File: config.mk
export PLATFORM = sky130hd
export DESIGN_NAME = oflow_fsm_write
export DESIGN_NICKNAME = d
export VERILOG_FILES = /design/src/rtl/oflow_mem_buffer_pkg.sv /design/src/rtl/oflow_slot_ptr.sv /design/src/rtl/oflow_fsm_write.sv
export SDC_FILE = /design/constraint.sdc
export NUM_CORES = 1
export LEC_CHECK = 0
export BUFFER_PORTS_ARGS = -buffer_cell sky130_fd_sc_hd__buf_2
export CAP_MARGIN = 40
export CELL_PAD_IN_SITES_DETAIL_PLACEMENT = 0
export CELL_PAD_IN_SITES_GLOBAL_PLACEMENT = 1
export CORE_UTILIZATION = 42
export CTS_BUF_LIST = sky130_fd_sc_hd__clkbuf_4 sky130_fd_sc_hd__clkbuf_8
export DETAILED_ROUTE_END_ITERATION = 10
export PLACE_DENSITY = 0.89
export REMOVE_ABC_BUFFERS = 1
export SYNTH_ARGS = -nofsm -noshare
export SYNTH_HDL_FRONTEND = slang
export SYNTH_HIERARCHICAL = 1
export SYNTH_SLANG_ARGS = --single-unit
File: constraint.sdc
create_clock -name clk -period 1.88 [get_ports clk]
set_input_delay 0.188 -clock clk [delete_from_list [all_inputs] [get_ports clk]]
set_output_delay 0.188 -clock clk [all_outputs]
set_load 0.05 [all_outputs]
File: src/rtl/oflow_mem_buffer_pkg.sv
// Shared definitions for the oflow history frame buffer (write and read FSMs).
package oflow_mem_buffer_pkg;

    localparam int NUM_SLOTS             = 5;
    localparam int ADDR_WIDTH            = 6;
    localparam int TOTAL_FRAME_NUM_WIDTH = 8;
    localparam int SLOT_WIDTH            = 3;

    typedef enum logic [1:0] {
        S_IDLE   = 2'd0,
        S_WRITE  = 2'd1,
        S_COMMIT = 2'd2
    } write_state_t;

endpackage

File: src/rtl/oflow_slot_ptr.sv
// Circular slot pointer plus saturating count of completed history frames.
// Both advance together on a single commit strobe.
module oflow_slot_ptr #(
    parameter int NUM_SLOTS  = 5,
    parameter int SLOT_WIDTH = 3
) (
    input  logic                  clk,
    input  logic                  reset_N,
    input  logic                  commit,
    output logic [SLOT_WIDTH-1:0] slot_ptr,
    output logic [SLOT_WIDTH-1:0] valid_history_frames
);

    localparam logic [SLOT_WIDTH-1:0] LAST_SLOT = SLOT_WIDTH'(NUM_SLOTS - 1);
    localparam logic [SLOT_WIDTH-1:0] MAX_HIST  = SLOT_WIDTH'(NUM_SLOTS);

    // Advance the slot pointer (with wrap) and the history count (with saturation) on commit.
    always_ff @(posedge clk or posedge reset_N) begin
        if (reset_N) begin
            slot_ptr             <= '0;
            valid_history_frames <= '0;
        end else if (commit) begin
            slot_ptr <= (slot_ptr == LAST_SLOT) ? '0 : slot_ptr + SLOT_WIDTH'(1);
            if (valid_history_frames != MAX_HIST) begin
                valid_history_frames <= valid_history_frames + SLOT_WIDTH'(1);
            end
        end
    end

endmodule

File: src/rtl/oflow_fsm_write.sv
// Write-side controller of the oflow history frame buffer: picks a slot per
// frame, sequences bbox-pair line writes into it, and publishes per-slot end
// pointers plus the valid-history count for the read FSM.
module oflow_fsm_write #(
    parameter int NUM_SLOTS             = oflow_mem_buffer_pkg::NUM_SLOTS,
    parameter int ADDR_WIDTH            = oflow_mem_buffer_pkg::ADDR_WIDTH,
    parameter int TOTAL_FRAME_NUM_WIDTH = oflow_mem_buffer_pkg::TOTAL_FRAME_NUM_WIDTH,
    parameter int SLOT_WIDTH            = oflow_mem_buffer_pkg::SLOT_WIDTH
) (
    input  logic                                  clk,
    input  logic                                  reset_N,
    input  logic                                  start_write,
    input  logic [TOTAL_FRAME_NUM_WIDTH-1:0]      frame_num,
    input  logic [ADDR_WIDTH-1:0]                 num_of_bbox_in_frame,
    input  logic                                  bbox_valid,
    output logic                                  ready_for_bbox,
    output logic                                  we_0,
    output logic                                  we_1,
    output logic [ADDR_WIDTH-1:0]                 offset,
    output logic [SLOT_WIDTH-1:0]                 slot_to_write,
    output logic [TOTAL_FRAME_NUM_WIDTH-1:0]      frame_to_write,
    output logic [NUM_SLOTS-1:0][ADDR_WIDTH-1:0]  end_pointers,
    output logic [SLOT_WIDTH-1:0]                 valid_history_frames,
    output logic                                  done_write
);

    import oflow_mem_buffer_pkg::*;

    localparam logic [ADDR_WIDTH-1:0] TWO = ADDR_WIDTH'(2);

    write_state_t            state;
    write_state_t            state_nxt;
    logic [ADDR_WIDTH-1:0]   remaining;
    logic [ADDR_WIDTH-1:0]   line_cnt;
    logic [SLOT_WIDTH-1:0]   slot_ptr;
    logic                    commit;

    oflow_slot_ptr #(
        .NUM_SLOTS  (NUM_SLOTS),
        .SLOT_WIDTH (SLOT_WIDTH)
    ) u_slot_ptr (
        .clk                  (clk),
        .reset_N              (reset_N),
        .commit               (commit),
        .slot_ptr             (slot_ptr),
        .valid_history_frames (valid_history_frames)
    );

    assign slot_to_write = slot_ptr;

    // State register, frame capture, line/remaining counters and per-slot end pointers.
    always_ff @(posedge clk or posedge reset_N) begin
        if (reset_N) begin
            state          <= S_IDLE;
            remaining      <= '0;
            line_cnt       <= '0;
            frame_to_write <= '0;
            end_pointers   <= '0;
        end else begin
            state <= state_nxt;
            case (state)
                S_IDLE: begin
                    if (start_write) begin
                        frame_to_write         <= frame_num;
                        remaining              <= num_of_bbox_in_frame;
                        line_cnt               <= '0;
                        // Invalidate the slot about to be overwritten until it commits.
                        end_pointers[slot_ptr] <= '0;
                    end
                end
                S_WRITE: begin
                    if (bbox_valid) begin
                        line_cnt  <= line_cnt + ADDR_WIDTH'(1);
                        remaining <= (remaining >= TWO) ? remaining - TWO : '0;
                    end
                end
                S_COMMIT: begin
                    end_pointers[slot_ptr] <= line_cnt;
                end
                default: ;
            endcase
        end
    end

    // Next-state decode and combinational write-port / handshake outputs.
    always_comb begin
        state_nxt      = state;
        ready_for_bbox = 1'b0;
        we_0           = 1'b0;
        we_1           = 1'b0;
        offset         = '0;
        done_write     = 1'b0;
        commit         = 1'b0;
        case (state)
            S_IDLE: begin
                if (start_write) begin
                    state_nxt = (num_of_bbox_in_frame == '0) ? S_COMMIT : S_WRITE;
                end
            end
            S_WRITE: begin
                ready_for_bbox = 1'b1;
                we_0           = bbox_valid;
                // Odd half of the line exists only while at least two bboxes remain.
                we_1           = bbox_valid && (remaining >= TWO);
                offset         = line_cnt;
                if (bbox_valid && (remaining <= TWO)) begin
                    state_nxt = S_COMMIT;
                end
            end
            S_COMMIT: begin
                done_write = 1'b1;
                commit     = 1'b1;
                state_nxt  = S_IDLE;
            end
            default: state_nxt = S_IDLE;
        endcase
    end

endmodule

* After elaboration in Yosys (flattened, before gate mapping) *
Cells that the tools add are included.
Widths: inputs -> output; s select.

storage, ports and cells
  memories = 0
  bits in registers = 58
  output and inout port bits = 54
  bits of input ports = 18
  logic and storage cells = 62
  bits in writable memories = 0
  ROM bits = 0
  bits in latches = 0

cells by class
  $add $sub $neg = 4
  reductions and logical operators = 12
  $mul = 0
  bitwise logic cells = 2
  equality and inequality tests = 7
  divide/modulo/power cells = 0
  $lt $le $gt $ge = 4
  muxes and demuxes = 22
  shift operators = 0

operator list
  cell                 number
  $pmux 30 s2          1
  $mux 6               7
  $and 30x30->30       1
  $bwmux 30            1
  $mux 30              1
  $not 30->30          1
  $pmux 6 s2           2
  $demux 6 s3          1
  $reduce_and 2->1     4
  $add 3x1->3 const B  2
  $add 6x1->6 const B  1
  $ge 6x2->1 const B   1
  $le 6x2->1 const B   1
  $logic_not 6->1      1
  $mux 2               3
  $ne 2x2->1 const B   3
  $sub 6x2->6 const B  1
  $lt 3x4->1 const B   1
  $mux 1               4
  $pmux 2 s2           1
  $reduce_bool 2->1    2
  $eq 3x3->1 const B   1
  $ge 3x1->1 const B   1
  $logic_and 1x1->1    3
  6 further kinds      6

* Depth between registers and ports, before layout *
Gate-level depths: netlist (run 1).

  word-level depth = 8
  gate-level depth with buffers = 5
  mapped depth without buffers = 5

* Modules after synthesis *
The synthesis (run 1) kept the hierarchy.

modules (own cells, without submodules)
  module           cells an instance  area each (um^2)  sequential area each (um^2)  instances
  oflow_fsm_write  222                2362.3            1301.2                       1
  oflow_slot_ptr   29                 324.1             150.1                        1

* Worst setup path after synthesis (run 1) *
No wires, ideal clock.

  kind = register -> output
  from = register state[1]
  to = output port we_1
  path slack = -156 ps
  required time = 1692 ps
  cell stages (with the launch flop) = 6
  data arrival time = 1848 ps
  path buffers = 1
  cell sequence = dfrtp_1 -> nand2b_1 -> buf_2 -> clkinv_1 -> nand2_1 -> a21oi_1

between the ends
  cells in the longest elaborated chain, start to end = 2

ends and longest elaborated chain
  item                      line                   source
  start: declaration        oflow_fsm_write.sv:31  write_state_t state;
  start signal: assignment  oflow_fsm_write.sv:60  state <= state_nxt;
  $eq 2x1->1                oflow_fsm_write.sv:94  case (state)
  $mux 1                    oflow_fsm_write.sv:94
  end: declaration          oflow_fsm_write.sv:18  output logic we_1,

No other way between the ends.

* Worst setup path in the final report (run 1) *
Same ends and word-level chain as after synthesis.

==> reports/qor.txt, run 1 <==
Worst VDD drop -> 0.00107 V
Final Power -> 6.18 mW
Yosys top cell area share -> 0.540
synthesized instance count -> 251
CTS HTree Levels -> 3
Filler cells -> 533
Final Non-Filler Cells -> 414
CP arrival -> 1550 ps
DR vias/cell -> 5.44
number of global-route vias before repair -> 2134
Synth top cells by count -> 58 x dfrtp_1, 38 x nand2_1, 18 x o2bb2ai_1
Max Cap Viol -> 0
reg-to-reg critical path endpoint -> remaining[5]
Max Clk Rate -> 577 MHz
Startpoint Class -> register
CTS tree -> built
Cells after DPL -> 395
clock transition at the registers of the reported paths -> 70 ps
Die W -> 82.0 um
worst reg2reg path startpoint -> remaining[2]
synthesis-stage register bit count -> 58
final setup violation count -> 0
Worst setup startpoint -> state[1]
clock latency on the worst-skew pair -> 330 ps
number of synthesized flops with an enable pin -> 0
kind of critical path -> reg -> out
Post-synth ARST share -> 1.00
leading area contributor after synthesis -> dfrtp_1
synth unique cells -> 45
Final Hold Violating Endpoints -> 0
Clock Root Buffer -> clkbuf_8
Post-DRT Antenna Nets -> 0
Port Buffer Count -> 71
Cell Pwr Density -> 1800 nW/um^2
fin. max-slew vios -> 0
largest cells by area after synthesis -> dfrtp_1 54%, o2bb2ai_1 5.9%, nand2_1 5.3%
Core Area -> 6060 um^2
CP Max Fanout -> 12
RSZ-0062 raised after global routing -> no
status -> completed
first-pass GRT wire length -> 10300 um
DR vias -> 2252
clock sinks -> 58
hold-critical path depth -> 3
Least-Margin Pin Slew -> 425 ps
FP Rows -> 28
synth warn -> 6
DR DRC count -> 0
first drt pass iteration count -> 4
GRT Total Usage -> 0.210
top_reg_cell synth -> dfrtp_1
Slew HR -> 0.714
worst setup margin -> 147 ps
setup_tns -> 0 ps
cell with the most instances after synthesis -> dfrtp_1
hold endpoint -> frame_to_write[4]
initial antenna violation count -> 0
Syn Std Cell Area -> 2690 um^2
Die Y -> 82.0 um
drt wl/cell -> 15.6 um
Area Growth Syn to Fin -> 27.8%
gr ovfl total -> 0
Finished Core Util -> 0.566
post-synthesis sequential area ratio -> 0.540
die area -> 6720 um^2
R2R Setup Slk -> 220 ps
initial DRC count -> 116
reg2reg path depth -> 5
DP Area -> 3170 um^2
Antenna Cells -> 0
Num CTS Buffers -> 9
Hold Crit Start -> frame_num[4]
clock buffer depth -> 2
I/O pin cnt -> 72
total wire length -> 6470 um
Layout Nets -> 358
hold crit path type -> in -> reg
largest net degree at the start of global routing -> 36
RD Place Congestion -> 0.932
Worst Path Required -> 1690 ps
Fin Hold WS -> 38.4 ps
Syn Area/Cell -> 10.7 um^2
share of layout cells above drive strength 1 -> 0.324
Final Cycle Share -> 0.922
P_leak -> 1.71 nW
Crit. End Element -> output pin
Max Clock Skew -> 7.95 ps
dpl ws -> 228 ps
fin area -> 3430 um^2
DP Wirelength -> 4580 um
initial core utilization -> 0.443
Tmin final -> 1730 ps
==> sequential cells by signal (all words and copies together), names as in the netlist <==
signal and cells:
end_pointers 30, frame_to_write 8, line_cnt 6, remaining 6, state 2, u_slot_ptr/slot_ptr 3
u_slot_ptr/valid_history_frames 3
==> layout make-up <==
type                       count  area, um^2  share of cell area
multi-input combinational    170        1150               0.334
clock inverter                 7         101              0.0295
clock buffer                   9         124              0.0361
tap                           75        93.8              0.0273
timing repair inverter         1        5.00             0.00146
inverter                      13        48.8              0.0142
sequential                    58        1450               0.423
timing repair buffer          81         460               0.134
==> worst max-delay path, stage by stage, from the launching register on <==
cell	delay, ps
dfrtp_2	470
nand2b_4	180
inv_2	100
nand2_1	120
a21oi_1	140
buf_4	210
==> routing by layer <==
metal | vias up | GRT usage | wire [um]
li1 | 1086 | - | -
met1 | 1072 | 0.271 | 2810
met2 | 81 | 0.325 | 3090
met3 | 13 | 0.0467 | 413
met4 | 0 | 0.118 | 151
met5 | - | 0 | 0
==> cells in the final DEF (no fill, tap or decap), types with 3 or more instances in the layout <==
cell type and count:
a211oi_1 4, a21oi_1 8, a22o_1 7, a32o_1 6, a32oi_1 3, and2_1 7, buf_2 70, buf_4 8
clkbuf_8 9, dfrtp_1 56, ha_1 6, inv_1 11, mux2i_1 3, nand2_1 38, nand2b_1 4, nand3_1 5
nand4b_1 3, nor2_1 8, nor2b_1 3, o21ai_0 5, o22ai_1 4, o2bb2ai_1 18, o31ai_1 3, or4_1 4
==> timing repair <==
action,CTS,global route
hold endpoints to repair,23,0
gates resized for setup,2,4
cloned,0,1
setup endpoints to repair,8,8
hold buffers,1,0
setup buffers,0,1
==> kinds of logic (layout without fill, tap and decap cells) <==
family / Yosys count / count (layout) / share of synthesized area
buffers and inverters: 23 / 111 / 0.0359
AO/OA/AOI/OAI: 69 / 69 / 0.202
AND/OR/NAND/NOR: 91 / 91 / 0.180
multiplexers: 3 / 3 / 0.0112
adder cells (fa/ha/maj): 6 / 6 / 0.0279
flip-flops: 58 / 58 / 0.540
XOR/XNOR: 1 / 1 / 0.00326
==> worst max-delay path by stage <==
stage	endpoint	cells after the start
4_1_cts	we_1	5
5_1_grt	we_1	5
2_1_floorplan	end_pointers[24]	3
3_5_place_dp	line_cnt[4]	4
6_report	we_1	5
3_3_place_gp	end_pointers[18]	3
==> where the power goes <==
| part | total (mW) | switching [mW] | internal, mW |
|---|---|---|---|
| combinational | 2.85 | 2.03 | 0.821 |
| sequential | 2.04 | 0.407 | 1.63 |
| clock | 1.29 | 0.531 | 0.756 |
| total | 6.18 | 2.96 | 3.21 |
(Power assumes the default switching activity.)
==> inputs of run 2 (changes only) <==
--- a/config.mk
+++ b/config.mk
@@ -5,14 +5,14 @@
 export SDC_FILE = /design/constraint.sdc
 export NUM_CORES = 1
 export LEC_CHECK = 0
-export BUFFER_PORTS_ARGS = -buffer_cell sky130_fd_sc_hd__buf_2
 export CAP_MARGIN = 40
 export CELL_PAD_IN_SITES_DETAIL_PLACEMENT = 0
 export CELL_PAD_IN_SITES_GLOBAL_PLACEMENT = 1
-export CORE_UTILIZATION = 42
+export CORE_UTILIZATION = 50
 export CTS_BUF_LIST = sky130_fd_sc_hd__clkbuf_4 sky130_fd_sc_hd__clkbuf_8
 export DETAILED_ROUTE_END_ITERATION = 10
-export PLACE_DENSITY = 0.89
+export DONT_BUFFER_PORTS = 1
+export PLACE_DENSITY = 0.88
 export REMOVE_ABC_BUFFERS = 1
 export SYNTH_ARGS = -nofsm -noshare
 export SYNTH_HDL_FRONTEND = slang
==> reports/qor.txt, run 2 (synthesis gave the netlist of run 1 again) <==
status -> completed
WP buf/inv -> 1
Worst setup startpoint -> state[1]
DR vias/cell -> 5.96
GR Layer Usage met2 -> 0.386
dpl ws -> 252 ps
total wire length -> 6480 um
hold crit path type -> in -> reg
die area -> 5670 um^2
initial antenna violation count -> 0
GRT Total Usage -> 0.242
CP max stage delay -> 460 ps
Tmin final -> 1780 ps
Clock Root Buffer -> clkbuf_8
initial DRC count -> 138
first drt pass iteration count -> 4
Worst Path Required -> 1690 ps
gr ovfl total -> 0
worst setup margin -> 98.7 ps
Finished Core Util -> 0.623
clock buffer depth -> 2
CP arrival -> 1590 ps
initial core utilization -> 0.523
Port Buffer Count -> 0
Slew HR -> 0.655
Least-Margin Pin Slew -> 503 ps
kind of critical path -> reg -> out
worst reg2reg path startpoint -> remaining[2]
Core Area -> 5140 um^2
most used routing layer -> met2
Die W -> 75.3 um
Final Cycle Share -> 0.948
first-pass GRT wire length -> 9830 um
met3 Use GR -> 0.116
CP cell instances -> nand2b_1 -> clkinv_2 -> and2_1
DR DRC count -> 0
CP max-delay cell -> dfrtp_2
CTS HTree Levels -> 3
DR vias -> 2140
Num CTS Buffers -> 9
Hold Crit Start -> num_of_bbox_in_frame[5]
Max Clock Skew -> 7.49 ps
DP Wirelength -> 4540 um
Post-DRT Antenna Nets -> 0
Cell Pwr Density -> 1820 nW/um^2
Area Growth Syn to Fin -> 19.1%
max reg flops -> 30
met1 Resource Use GR -> 0.295
most frequent cells in the layout -> 57 x dfrtp_1, 38 x nand2_1, 23 x buf_4
Crit. End Element -> output pin
Final Power -> 5.81 mW
Worst VDD drop -> 0.000988 V
share of layout cells above drive strength 1 -> 0.183
Most flops, register -> end_pointers
I/O pin cnt -> 72
P_leak -> 1.46 nW
biggest regs -> end_pointers (30), frame_to_write (8)
clock latency on the worst-skew pair -> 350 ps
Max Cap Viol -> 0
cell family with the largest share of critical-path delay -> simple AND/OR/NAND/NOR gates
fin. max-slew vios -> 0
Final Hold Violating Endpoints -> 0
RD Place Congestion -> 0.875
drt wl/cell -> 18.0 um
clock sinks -> 58
CP Max Fanout -> 10
Filler cells -> 444
Die Y -> 75.3 um
Fin Hold WS -> 40.3 ps
clock transition at the registers of the reported paths -> 60 ps
CTS tree -> built
FP Rows -> 26
Max Clk Rate -> 561 MHz
largest net degree at the start of global routing -> 20
final setup violation count -> 0
Antenna Cells -> 0
footprint of the multi-input gates -> 1140 um^2
Layout Nets -> 309
flip-flop and latch area -> 1450 um^2
Startpoint Class -> register
number of global-route vias before repair -> 2017
most common cell after layout, fill and taps aside -> dfrtp_1
[run 2: path summary, 6_finish.rpt]
kind	endpoint	slack (ps)	depth (start not counted)
setup / recovery	offset[2]	100	3
setup reg to reg	remaining[5]	230	5
max in group asynchronous	line_cnt[2]	970	3
hold / removal	state[1]	40	3
hold reg to reg	u_slot_ptr/valid_history_frames[0]	550	1
min in group asynchronous	u_slot_ptr/valid_history_frames[2]	250	2
[run 2: metal layers]
layer	routed length, um	part of all wire
met5	0	0
met4	46	0.0071
met3	465	0.072
met2	3210	0.50
met1	2750	0.42
[run 2: power breakdown]
group / switching [mW] / total (mW) / internal [mW]
Combinational: 1.13 / 1.81 / 0.678
Sequential: 1.26 / 2.87 / 1.62
Clock: 0.489 / 1.12 / 0.634
Total: 2.88 / 5.81 / 2.93
[run 2: what timing repair did]
item,CTS,global route
buffers inserted,0,0
resized for setup,1,4
pin swaps,0,0
setup endpoints to repair,1,9
hold buffers,10,0
hold endpoints to repair,31,0
[run 2: stage by stage]
stage | setup TNS [ps] | cell area, um^2 | instances
after CTS | 0 | 3200 | 359
after detailed placement | 0 | 2900 | 334
after global routing | -1.15 | 3200 | 359
after global placement | 0 | 2900 | 334
after floorplan | -24820 | 2640 | 241
final | 0 | 3200 | 359
[run 2: tightest hold or removal path, stage by stage]
cell	delay, ps
nor2_1	30
nand3_1	60
o21ai_0	70
[run 2: layout make-up]
| class | count | area share |
|---|---|---|
| Sequential cell | 58 | 0.454 |
| Timing Repair Buffer | 33 | 0.0852 |
| Clock inverter | 5 | 0.0172 |
| Clock buffer | 10 | 0.0430 |
| Inverter | 13 | 0.0156 |
| Tap cell | 70 | 0.0274 |
| Multi-Input combinational cell | 170 | 0.358 |
